`src/rtl/spi_slave_rx.sv`:
```
// SPI-style slave receiver with an optional one-byte reply.
// Frames on mosi are: start bit 0, eight data bits MSB first, stop bit 1.
// A byte loaded into the TX buffer is shifted out on miso during the next frame.
module spi_slave_rx #(
   parameter int SYNC_STAGES = 2
) (
   input  logic       clock_in,
   input  logic       rs,
   input  logic       sclk,
   input  logic       mosi,
   input  logic       cs,
   output logic       miso,
   input  logic [7:0] tx_data,
   input  logic       tx_load,
   output logic       tx_ready,
   output logic [7:0] rx_data,
   output logic       rx_valid,
   output logic       frame_err,
   output logic       busy
);

   typedef enum logic [1:0] {
      IDLE       = 2'd0,
      WAIT_START = 2'd1,
      DATA       = 2'd2,
      STOP       = 2'd3
   } state_t;

   state_t state;

   logic [SYNC_STAGES-1:0] sclk_sync;
   logic [SYNC_STAGES-1:0] mosi_sync;
   logic [SYNC_STAGES-1:0] cs_sync;

   logic sclk_s;
   logic mosi_s;
   logic cs_s;

   logic sclk_prev;
   logic sclk_rise;
   logic mosi_bit;

   logic [2:0] bit_cnt;
   logic [7:0] rx_shift;
   logic [7:0] tx_shift;
   logic [7:0] tx_buf;
   logic       replying;

   logic start_rise;
   logic consume;
   logic load_ok;

   assign sclk_s = sclk_sync[SYNC_STAGES-1];
   assign mosi_s = mosi_sync[SYNC_STAGES-1];
   assign cs_s   = cs_sync[SYNC_STAGES-1];

   // A start bit seen while waiting opens a frame; a full buffer is consumed at that moment.
   // A load in the consume cycle is accepted because the buffer empties first.
   assign start_rise = (state == WAIT_START) && !cs_s && sclk_rise && !mosi_bit;
   assign consume    = start_rise && !tx_ready;
   assign load_ok    = tx_load && (tx_ready || consume);

   // Bring the asynchronous master lines into the clock_in domain; all lines idle high.
   always_ff @(posedge clock_in) begin
      if (rs) begin
         sclk_sync <= '1;
         mosi_sync <= '1;
         cs_sync   <= '1;
      end else begin
         sclk_sync <= {sclk_sync[SYNC_STAGES-2:0], sclk};
         mosi_sync <= {mosi_sync[SYNC_STAGES-2:0], mosi};
         cs_sync   <= {cs_sync[SYNC_STAGES-2:0], cs};
      end
   end

   // Registered rising-edge pulse of sclk, with mosi delayed alongside so the sampled bit lines up.
   always_ff @(posedge clock_in) begin
      if (rs) begin
         sclk_prev <= 1'b1;
         sclk_rise <= 1'b0;
         mosi_bit  <= 1'b1;
      end else begin
         sclk_prev <= sclk_s;
         sclk_rise <= sclk_s & ~sclk_prev;
         mosi_bit  <= mosi_s;
      end
   end

   // One-byte TX buffer: tx_ready high means empty; frame start empties it, a load fills it.
   always_ff @(posedge clock_in) begin
      if (rs) begin
         tx_buf   <= 8'h00;
         tx_ready <= 1'b1;
      end else if (load_ok) begin
         tx_buf   <= tx_data;
         tx_ready <= 1'b0;
      end else if (consume) begin
         tx_ready <= 1'b1;
      end
   end

   // Frame state machine: receives the byte, drives the reply on miso, raises the result pulses.
   always_ff @(posedge clock_in) begin
      if (rs) begin
         state     <= IDLE;
         miso      <= 1'b1;
         rx_data   <= 8'h00;
         rx_valid  <= 1'b0;
         frame_err <= 1'b0;
         busy      <= 1'b0;
         bit_cnt   <= 3'd0;
         rx_shift  <= 8'h00;
         tx_shift  <= 8'h00;
         replying  <= 1'b0;
      end else begin
         rx_valid  <= 1'b0;
         frame_err <= 1'b0;
         if (state != IDLE && cs_s) begin
            state    <= IDLE;
            miso     <= 1'b1;
            busy     <= 1'b0;
            bit_cnt  <= 3'd0;
            rx_shift <= 8'h00;
            replying <= 1'b0;
         end else begin
            case (state)
               IDLE: begin
                  miso <= 1'b1;
                  busy <= 1'b0;
                  if (!cs_s) begin
                     state <= WAIT_START;
                  end
               end
               WAIT_START: begin
                  if (start_rise) begin
                     state   <= DATA;
                     busy    <= 1'b1;
                     bit_cnt <= 3'd7;
                     if (consume) begin
                        tx_shift <= tx_buf;
                        miso     <= 1'b0;
                        replying <= 1'b1;
                     end else begin
                        miso     <= 1'b1;
                        replying <= 1'b0;
                     end
                  end
               end
               DATA: begin
                  if (sclk_rise) begin
                     rx_shift[bit_cnt] <= mosi_bit;
                     if (replying) begin
                        miso <= tx_shift[bit_cnt];
                     end
                     if (bit_cnt == 3'd0) begin
                        state <= STOP;
                     end else begin
                        bit_cnt <= bit_cnt - 3'd1;
                     end
                  end
               end
               STOP: begin
                  if (sclk_rise) begin
                     miso     <= 1'b1;
                     busy     <= 1'b0;
                     replying <= 1'b0;
                     state    <= WAIT_START;
                     if (mosi_bit) begin
                        rx_data  <= rx_shift;
                        rx_valid <= 1'b1;
                     end else begin
                        frame_err <= 1'b1;
                     end
                  end
               end
               default: begin
                  state <= IDLE;
               end
            endcase
         end
      end
   end

endmodule
```
`config.mk`:
```
export PLATFORM = sky130hd
export DESIGN_NAME = spi_slave_rx
export DESIGN_NICKNAME = d
export VERILOG_FILES = /design/src/rtl/spi_slave_rx.sv
export SDC_FILE = /design/constraint.sdc
export NUM_CORES = 1
export LEC_CHECK = 0
export CAP_MARGIN = 20
export CORE_ASPECT_RATIO = 0.8
export CORE_MARGIN = 2
export CORE_UTILIZATION = 40
export CTS_BUF_LIST = sky130_fd_sc_hd__clkbuf_4 sky130_fd_sc_hd__clkbuf_8 sky130_fd_sc_hd__clkbuf_16
export DETAILED_ROUTE_END_ITERATION = 10
export MAX_ROUTING_LAYER = met4
export PLACE_DENSITY = 0.64
export SETUP_SLACK_MARGIN = 0.02
export SLEW_MARGIN = 15
export SYNTH_ARGS = -nofsm -noshare
export SYNTH_HDL_FRONTEND = slang
export SYNTH_SLANG_ARGS = --single-unit
```
`constraint.sdc`:
```
create_clock -name clock_in -period 1.6 [get_ports clock_in]
set_input_delay 0.32 -clock clock_in [delete_from_list [all_inputs] [get_ports clock_in]]
set_output_delay 0.32 -clock clock_in [all_outputs]
set_load 0.01 [all_outputs]
```
* Word level (Yosys, flattened, before mapping)
Index checks and enable logic that the tools add are counted.
Storage, ports and cells: register bits after elaboration 52, latch bits 0, memory bits (writable) 0, bits in read-only memories 0, output and inout bits 13, memories kept 0
Operators by class: $add $sub $neg 1, multiply operators 0, div/mod/pow operators 0, $lt $le $gt $ge 2, equal/unequal tests 10, shift-type cells 0, multiplexer cells 31, bitwise operators 5, reduce and logical (&&, ||, !) cells 28
Operator list (count):
- 4-bit AND reduction | 4
- 1-bit two-way mux | 15
- 2-bit != test (second input constant) | 7
- 2-bit two-way mux | 5
- 3-bit two-way mux | 3
- 8-bit bitwise mux | 1
- 2-bit one-hot mux with 4 select lines | 1
- 2-bit nonzero test | 4
- 1-bit logical AND | 7
- 3-bit one-hot mux with 2 select lines | 1
- 3-bit AND reduction | 2
- 5-bit AND reduction | 1
- 2-bit == test (second input constant) | 2
- 3-bit by 4-bit less-than comparator with 1-bit output (second input constant) | 1
- 1-bit NOT | 4
- 1-bit one-hot mux with 4 select lines | 1
- 4-bit OR reduction | 1
- 1-bit binary-select mux with 3-bit select | 1
- 1-bit demux with 3-bit select | 1
- 3-bit by 1-bit greater-or-equal comparator with 1-bit output (second input constant) | 1
- 1-bit zero test | 3
- 3-bit zero test | 1
- 1-bit one-hot mux with 3 select lines | 1
- 3-bit nonzero test | 1
- other kinds (8) | 8

* Longest topological paths before layout
Gate-level depths: netlist (run 1).
word-level depth 8, depth in mapped cells 7, depth with buffers taken out 6

* Worst setup path after synthesis (run 1)
Ideal clock, no wire load.
path kind flip-flop to flip-flop, start point register state[1], end point register tx_buf[2], library setup time 0.128 ns, arrival time 1.473 ns, setup slack -0.001 ns, cell stages (with the launch flop) 7, buffers on the path 0, period minus slack after synthesis 1.601 ns, cells stage by stage dfxtp_1 inv_1 ha_1 and4bb_2 o21ai_4 mux2i_1 nor2_1
On the way: cells in the longest elaborated chain, start to end 7
RTL lines:
- start, declared | line 29 | state_t state;
- start signal, assigned | line 105 | state <= IDLE;
- start signal, assigned | line 119 | state <= IDLE;
- start signal, assigned | line 131 | state <= WAIT_START;
- 2-bit by 1-bit == test with 1-bit output | line 59 | assign start_rise = (state == WAIT_START) && !cs_s && sclk_rise && !mosi_bit;
- 1-bit logical AND (3 in a row) | line 59
- 1-bit logical AND | line 60 | assign consume = start_rise && !tx_ready;
- 1-bit logical OR | line 61 | assign load_ok = tx_load && (tx_ready || consume);
- 1-bit logical AND | line 61
- end signal, assigned | line 95 | tx_buf <= tx_data;
- end, declared | line 46 | logic [7:0] tx_buf;
Every way passes these cells. A chain may end at the register's enable or synchronous reset.

* Worst setup path in the final report (run 1)
start point register miso, end point output port miso
RTL lines:
- start, declared | line 12 | output logic miso,
- start signal, assigned | line 153 | miso <= tx_shift[bit_cnt];
No word-level cell between the ends.

==> results of run 1 <==
## layer usage
layer	vias up	global-route usage (%)	wire length [um]
li1	910	-	-
met4	0	5.64	74
met5	-	-	0
met2	28	22.0	2030
met3	8	3.90	134
met1	826	21.9	2300
## per-stage QoR
step	total power, uW	hold WS (ns)	utilization [%]	cell area [sq um]	TNS, ns
2_1_floorplan	2100	0.372	-	2210	0
3_3_place_gp	2400	0.376	49.3	2650	-0.141
3_5_place_dp	2420	0.379	49.3	2650	-0.307
4_1_cts	3190	0.405	51.2	2750	0
5_1_grt	3730	0.403	54.8	2940	0
6_report	3490	0.394	54.8	2940	0
## power by group through the flow
stage	Combinational [uW]	Sequential, uW	Clock (uW)
2_1_floorplan	644	1460	0
3_3_place_gp	929	1470	0
3_5_place_dp	953	1470	0
4_1_cts	964	1440	787
5_1_grt	1420	1470	838
6_report	1280	1460	757
## cells in the final DEF (no fill, tap or decap), drive strengths merged, types with 2 or more instances in the layout
cell type      netlist  layout
nor3b                3       3
nand3                6       6
inv                  9       9
clkbuf               7       5
nand2               18      18
buf                  6      24
nand2b               4       4
or2                  9       9
nor3                 4       4
o21a                 2       2
o21ai               22      22
dfxtp               52      52
a21oi               21      21
clkinv               0       2
ha                   7       7
mux2                 2       2
clkdlybuf4s50        0      26
nor2                30      30
mux2i               19      19
## state kept, by name, summed over array words and instances (netlist names)
| register | count |
|---|---|
| mosi_bit | 1 |
| busy | 1 |
| frame_err | 1 |
| bit_cnt | 3 |
| tx_shift | 8 |
| sclk_rise | 1 |
| tx_ready | 1 |
| replying | 1 |
| rx_valid | 1 |
| cs_sync | 2 |
| sclk_prev | 1 |
| rx_data | 8 |
| miso | 1 |
| state | 2 |
| sclk_sync | 2 |
| rx_shift | 8 |
| tx_buf | 8 |
| mosi_sync | 2 |
## worst paths after layout
path,cells past startpoint,slack (ns),endpoint
setup / recovery,1,0.08,miso
hold / removal,1,0.39,sclk_rise
setup reg to reg,6,0.08,miso
hold reg to reg,1,0.39,sclk_rise
## cell type report
class	instances	area (sq um)
fillers	490	2430
multi-input cells	167	1210
flip-flops and latches	52	1050
repair buffers	50	473
well taps	65	81.3
clock buffers	5	68.8
inverters	9	40.0
clock inverters	3	22.5
## timing repair
item                                   CTS  global route
pin swaps                                1             7
gates resized for setup                  4            33
setup buffers                            0             3
setup endpoints to repair               21            40
endpoints found under the hold margin    0             0
## cell families (layout without fill, tap and decap cells)
group	Yosys count	in the layout	share of synthesized area (%)
adders and majority gates	7	7	3.96
muxes	22	22	10.6
DFF	52	52	47.1
AOI/OAI and AO/OA	55	55	14.9
buffers and inverters	22	67	4.76
and+or+nand+nor	83	83	18.6
==> qor.yml, run 1 <==
outcome:
  outcome: "finished clean"
yosys:
  synth.net_count: 262
  synth_cell_type_count: 42
  yosys.area.top_type: "dfxtp_1"
  synthTopCellsByCount: "dfxtp_1, nor2_1, a21oi_1, o21ai_0, mux2i_1"
  syn_inst: 241
  synth.top_cell.area_share_pct: 47.1
  synth_warnings: 0
  ys.flop_type: "dfxtp_1"
  yosysMostFrequentCell: "dfxtp_1"
  netlist_area_sq_um: 2210
  synth_area_leaders: "dfxtp_1, mux2i_1, nor2_1, a21oi_1, o21ai_0"
  synth-edff-count: 0
  synth-seq-cells: 52
  async_flop_share_pct: 0
  ys_seq_area_share_pct: 47.1
  postSynthAreaPerCell_sq_um: 9.17
timing:
  fmax_mhz: 657
  fin_crit_ns: 1.52
  drv_slew: 0
  finalHoldViolCount: 0
  setup_slack_ns: 0.0782
  worst_slew_pin_slew_ns: 0.318
  finClkSkew_ns: 0.00481
  slew_headroom_pct: 78.7
  fin_crit_sh_pct: 95.1
  setup-violations-final: 0
  rsz0062_at_grt: "false"
floorplan:
  die-area_sq_um: 6140
  placementRows: 24
  ios: 27
  start_util_pct: 41.1
  core_area_sq_um: 5380
  die_h_um: 70.5
  die_x_um: 87.1
critical_path:
  critPathMaxStageDelay_ns: 0.55
  crit_path_start_kind: "flip-flop"
  critical_path_buf_inv_count: 1
  crit_path_max_fanout: 2
  crit_start: "miso"
  crit_chain: "clkdlybuf4s50_1"
  end_kind: "output port"
  arrival_ns: 1.20
  crit_slowest_cell: "clkdlybuf4s50_1"
  r2r_start: "state[0]"
  cp_top_family: "buffers and inverters"
  path_class: "flip-flop to output port"
  required_ns: 1.28
global_route:
  first_global_vias: 1676
  grt-ovfl-total: 0
  grt_pass1_wl_um: 7470
  grt_max_degree: 24
  grt_usage_pct: 15.7
  antenna_found_initial: 0
clock_tree:
  clk_latency_ns: 0.31
  cts_buffers: 5
  numClockSinks: 52
  cts_tree: "built"
  clockRootBuffer: "clkbuf_8"
  hold_buffers: 0
  clkTransAtPathRegs_ns: 0.10
  cts.path.max_buffers: 2
  htree_levels: 2
power:
  vdd_drop_max_mv: 0.545
  p_per_area_nw_per_um2: 1190
  sequentialPowerShare_pct: 41.7
  p_sw_share_pct: 33.4
  p_clk_share_pct: 21.7
  p_sw_uw: 1170
  p_int_uw: 2320
  leakage_uw: 0.00106
  p_comb_share_pct: 36.7
min_path:
  min-delay-start: "sclk_prev"
  hold_path.class: "flip-flop to flip-flop"
cells_and_area:
  final_nets: 306
  drive_gt1_share_pct: 25.2
  syn_to_final_growth_pct: 33.2
  diodes: 0
  instances_no_fill: 351
routing:
  wirelength_um: 4540
  avgViaCountPerCell: 5.05
  drt_iter0_markers: 112
  drc_errors: 0
  ant_nets: 0
  wire_per_inst_um: 12.9
  num_vias: 1772
  drtPass1Iterations: 4
placement:
  dp.final_hpwl_um: 3130
  io_buffers: 26
  dpl_worst_slack_ns: -0.0535
  gp_congestion: 0.839
  dpl.cell_count: 340
flow_run:
  maxCapViolations: 0
(Power assumes the default switching activity.)
==> run 2: changes to the inputs <==
- CORE_ASPECT_RATIO: 0.8 -> default
- SKIP_CTS_REPAIR_TIMING: default -> 1
- SLEW_MARGIN: 15 -> default
==> qor.yml, run 2 (synthesized netlist as in run 1, its figures left out) <==
outcome:
  outcome: "finished clean"
clock_tree:
  clk_latency_ns: 0.30  # about the same
  numClockSinks: 52  # unchanged
  htree_levels: 2  # unchanged
  cts_tree: "built"
  clockRootBuffer: "clkbuf_8"
  cts.path.max_buffers: 2  # unchanged
  cts_buffers: 5  # unchanged
  clkTransAtPathRegs_ns: 0.09  # about the same
cells_and_area:
  drive_gt1_share_pct: 23.5  # -1.7 points
  diodes: 0  # unchanged
  final_nets: 305  # -0.33%
  fill_cells: 531  # +8.4%
  instances_no_fill: 357  # +1.7%
  postLayoutCellArea_sq_um: 2860  # -2.8%
  final_common_cell: "dfxtp_1"
  syn_to_final_growth_pct: 29.6
  final_cell_mix: "dfxtp_1, nor2_1, clkdlybuf4s50_1"
global_route:
  first_global_vias: 1628  # -2.9%
  grt_max_degree: 24  # unchanged
  grt_pass1_wl_um: 7660  # +2.5%
  antenna_found_initial: 0  # unchanged
  grt-ovfl-total: 0  # unchanged
  grt_usage_pct: 15.8  # +0.13 points
placement:
  dp.final_hpwl_um: 3150  # +0.79%
  gp_congestion: 0.841  # +0.25%
  io_buffers: 26  # unchanged
  postPlaceCellArea_sq_um: 2660  # +0.33%
  dpl_worst_slack_ns: -0.0494  # +0.00412 ns
  dpl.cell_count: 347  # +2.1%
critical_path:
  crit_path_max_fanout: 5  # +3
  crit_path_start_kind: "flip-flop"
  required_ns: 1.79  # +0.51 ns
  crit_slowest_cell: "o41a_1"
  end_kind: "flip-flop"
  arrival_ns: 1.76  # +0.56 ns
  crit_chain: "inv_1 -> ha_2 -> nor2b_2 -> or2_2 -> o41a_1"
  critPathMaxStageDelay_ns: 0.41  # -0.14 ns
  path_class: "flip-flop to flip-flop"
power:
  leakage_uw: 0.00104  # -1.9%
  p_clk_share_pct: 24.1  # +2.4 points
  p_per_area_nw_per_um2: 1140  # -3.8%
  p_int_uw: 2220  # -4.4%
  vdd_drop_max_mv: 0.598  # +9.7%
  p_sw_share_pct: 32.0  # -1.4 points
  finalPower_uw: 3270  # -6.5%
  p_sw_uw: 1050  # -10%
  p_comb_share_pct: 31.3  # -5.4 points
  sequentialPowerShare_pct: 44.6  # +2.9 points
timing:
  fin_crit_sh_pct: 98.3  # +3.2 points
  rsz0062_at_grt: "true"
  drv_slew: 0  # unchanged
  finClkSkew_ns: 0.00287  # -0.00195 ns
  setup_slack_ns: 0.0271  # -0.0511 ns
  finalHoldViolCount: 0  # unchanged
  setup-violations-final: 0  # unchanged
  fin_crit_ns: 1.57  # +0.0511 ns
  fmax_mhz: 636  # -3.2%
  slew_headroom_pct: 78.8  # +0.11 points
  worst_slew_pin_slew_ns: 0.317  # -0.000705 ns
min_path:
  hold_path.class: "flip-flop to flip-flop"
flow_run:
  maxCapViolations: 0  # unchanged
floorplan:
  start_util_pct: 40.9  # -0.23 points
  die_h_um: 78.3  # +11%
  die-area_sq_um: 6130  # about the same
  placementRows: 27  # +13%
  ios: 27  # unchanged
  core_area_sq_um: 5410  # +0.56%
  die_x_um: 78.3  # -10%
routing:
  num_vias: 1749  # -1.3%
  drtPass1Iterations: 6  # +2
  ant_nets: 0  # unchanged
  drt_iter0_markers: 80  # -29%
  drc_errors: 0  # unchanged
  wire_per_inst_um: 12.3  # -4.6%
  avgViaCountPerCell: 4.90  # -3.0%
  wirelength_um: 4410  # -3.0%
==> run 2: cell types whose count changed in the layout (fill, tap and decap cells not counted), moves of 2 or more <==
cell	delta
buf_6	-2
ha_2	+4
ha_4	-5
inv_1	+3
mux2i_1	-2
mux2i_2	+2
==> run 2: cell type report <==
| cell class | count | area [sq um] | area share [%] |
|---|---|---|---|
| timing repair buffer | 49 | 458 | 16.0 |
| clock inverter | 1 | 7.51 | 0.262 |
| clock buffer | 7 | 90.1 | 3.15 |
| tap | 72 | 90.1 | 3.15 |
| inverter | 9 | 33.8 | 1.18 |
| sequential | 52 | 1050 | 36.6 |
| multi-input combinational | 167 | 1140 | 39.7 |
==> run 2: worst max-delay path: cells and delay by family (launching register included) <==
family	cells	cell delay [ns]
compound gates	1	0.41
fa+ha+maj	1	0.22
buf+inv	1	0.08
flops	1	0.37
simple gates	2	0.39
==> run 2: power groups by stage <==
stage	logic (uW)	clock network [uW]	registers (uW)
after floorplan	644	0	1460
after global placement	925	0	1470
after detailed placement	933	0	1480
after CTS	935	815	1450
after global routing	1140	870	1470
final	1020	788	1460
==> run 2: path summary, 6_finish.rpt <==
path                                start   endpoint  slack [ns]  depth (start not counted)
worst max-delay path             state[1]       miso        0.03                          5
worst min register to register  sclk_prev  sclk_rise        0.40                          1
worst max register to register   state[1]       miso        0.03                          5
worst min-delay path            sclk_prev  sclk_rise        0.40                          1
==> run 2: metal layers <==
layer / vias up / wire, um / GRT usage, %
met5: - / 0 / -
met4: 0 / 53 / 4.21
met3: 6 / 124 / 3.56
met2: 27 / 2000 / 24.1
met1: 807 / 2230 / 21.4
li1: 909 / - / -
==> run 2: stage by stage <==
step                setup TNS [ns]  utilization (%)  hold slack (ns)
CTS                         -0.589             51.0            0.400
finish                           0             53.0            0.395
global placement           -0.0867             49.2            0.377
global route                -0.212             53.0            0.414
detailed placement          -0.445             49.2            0.385
floorplan                        0                -            0.372
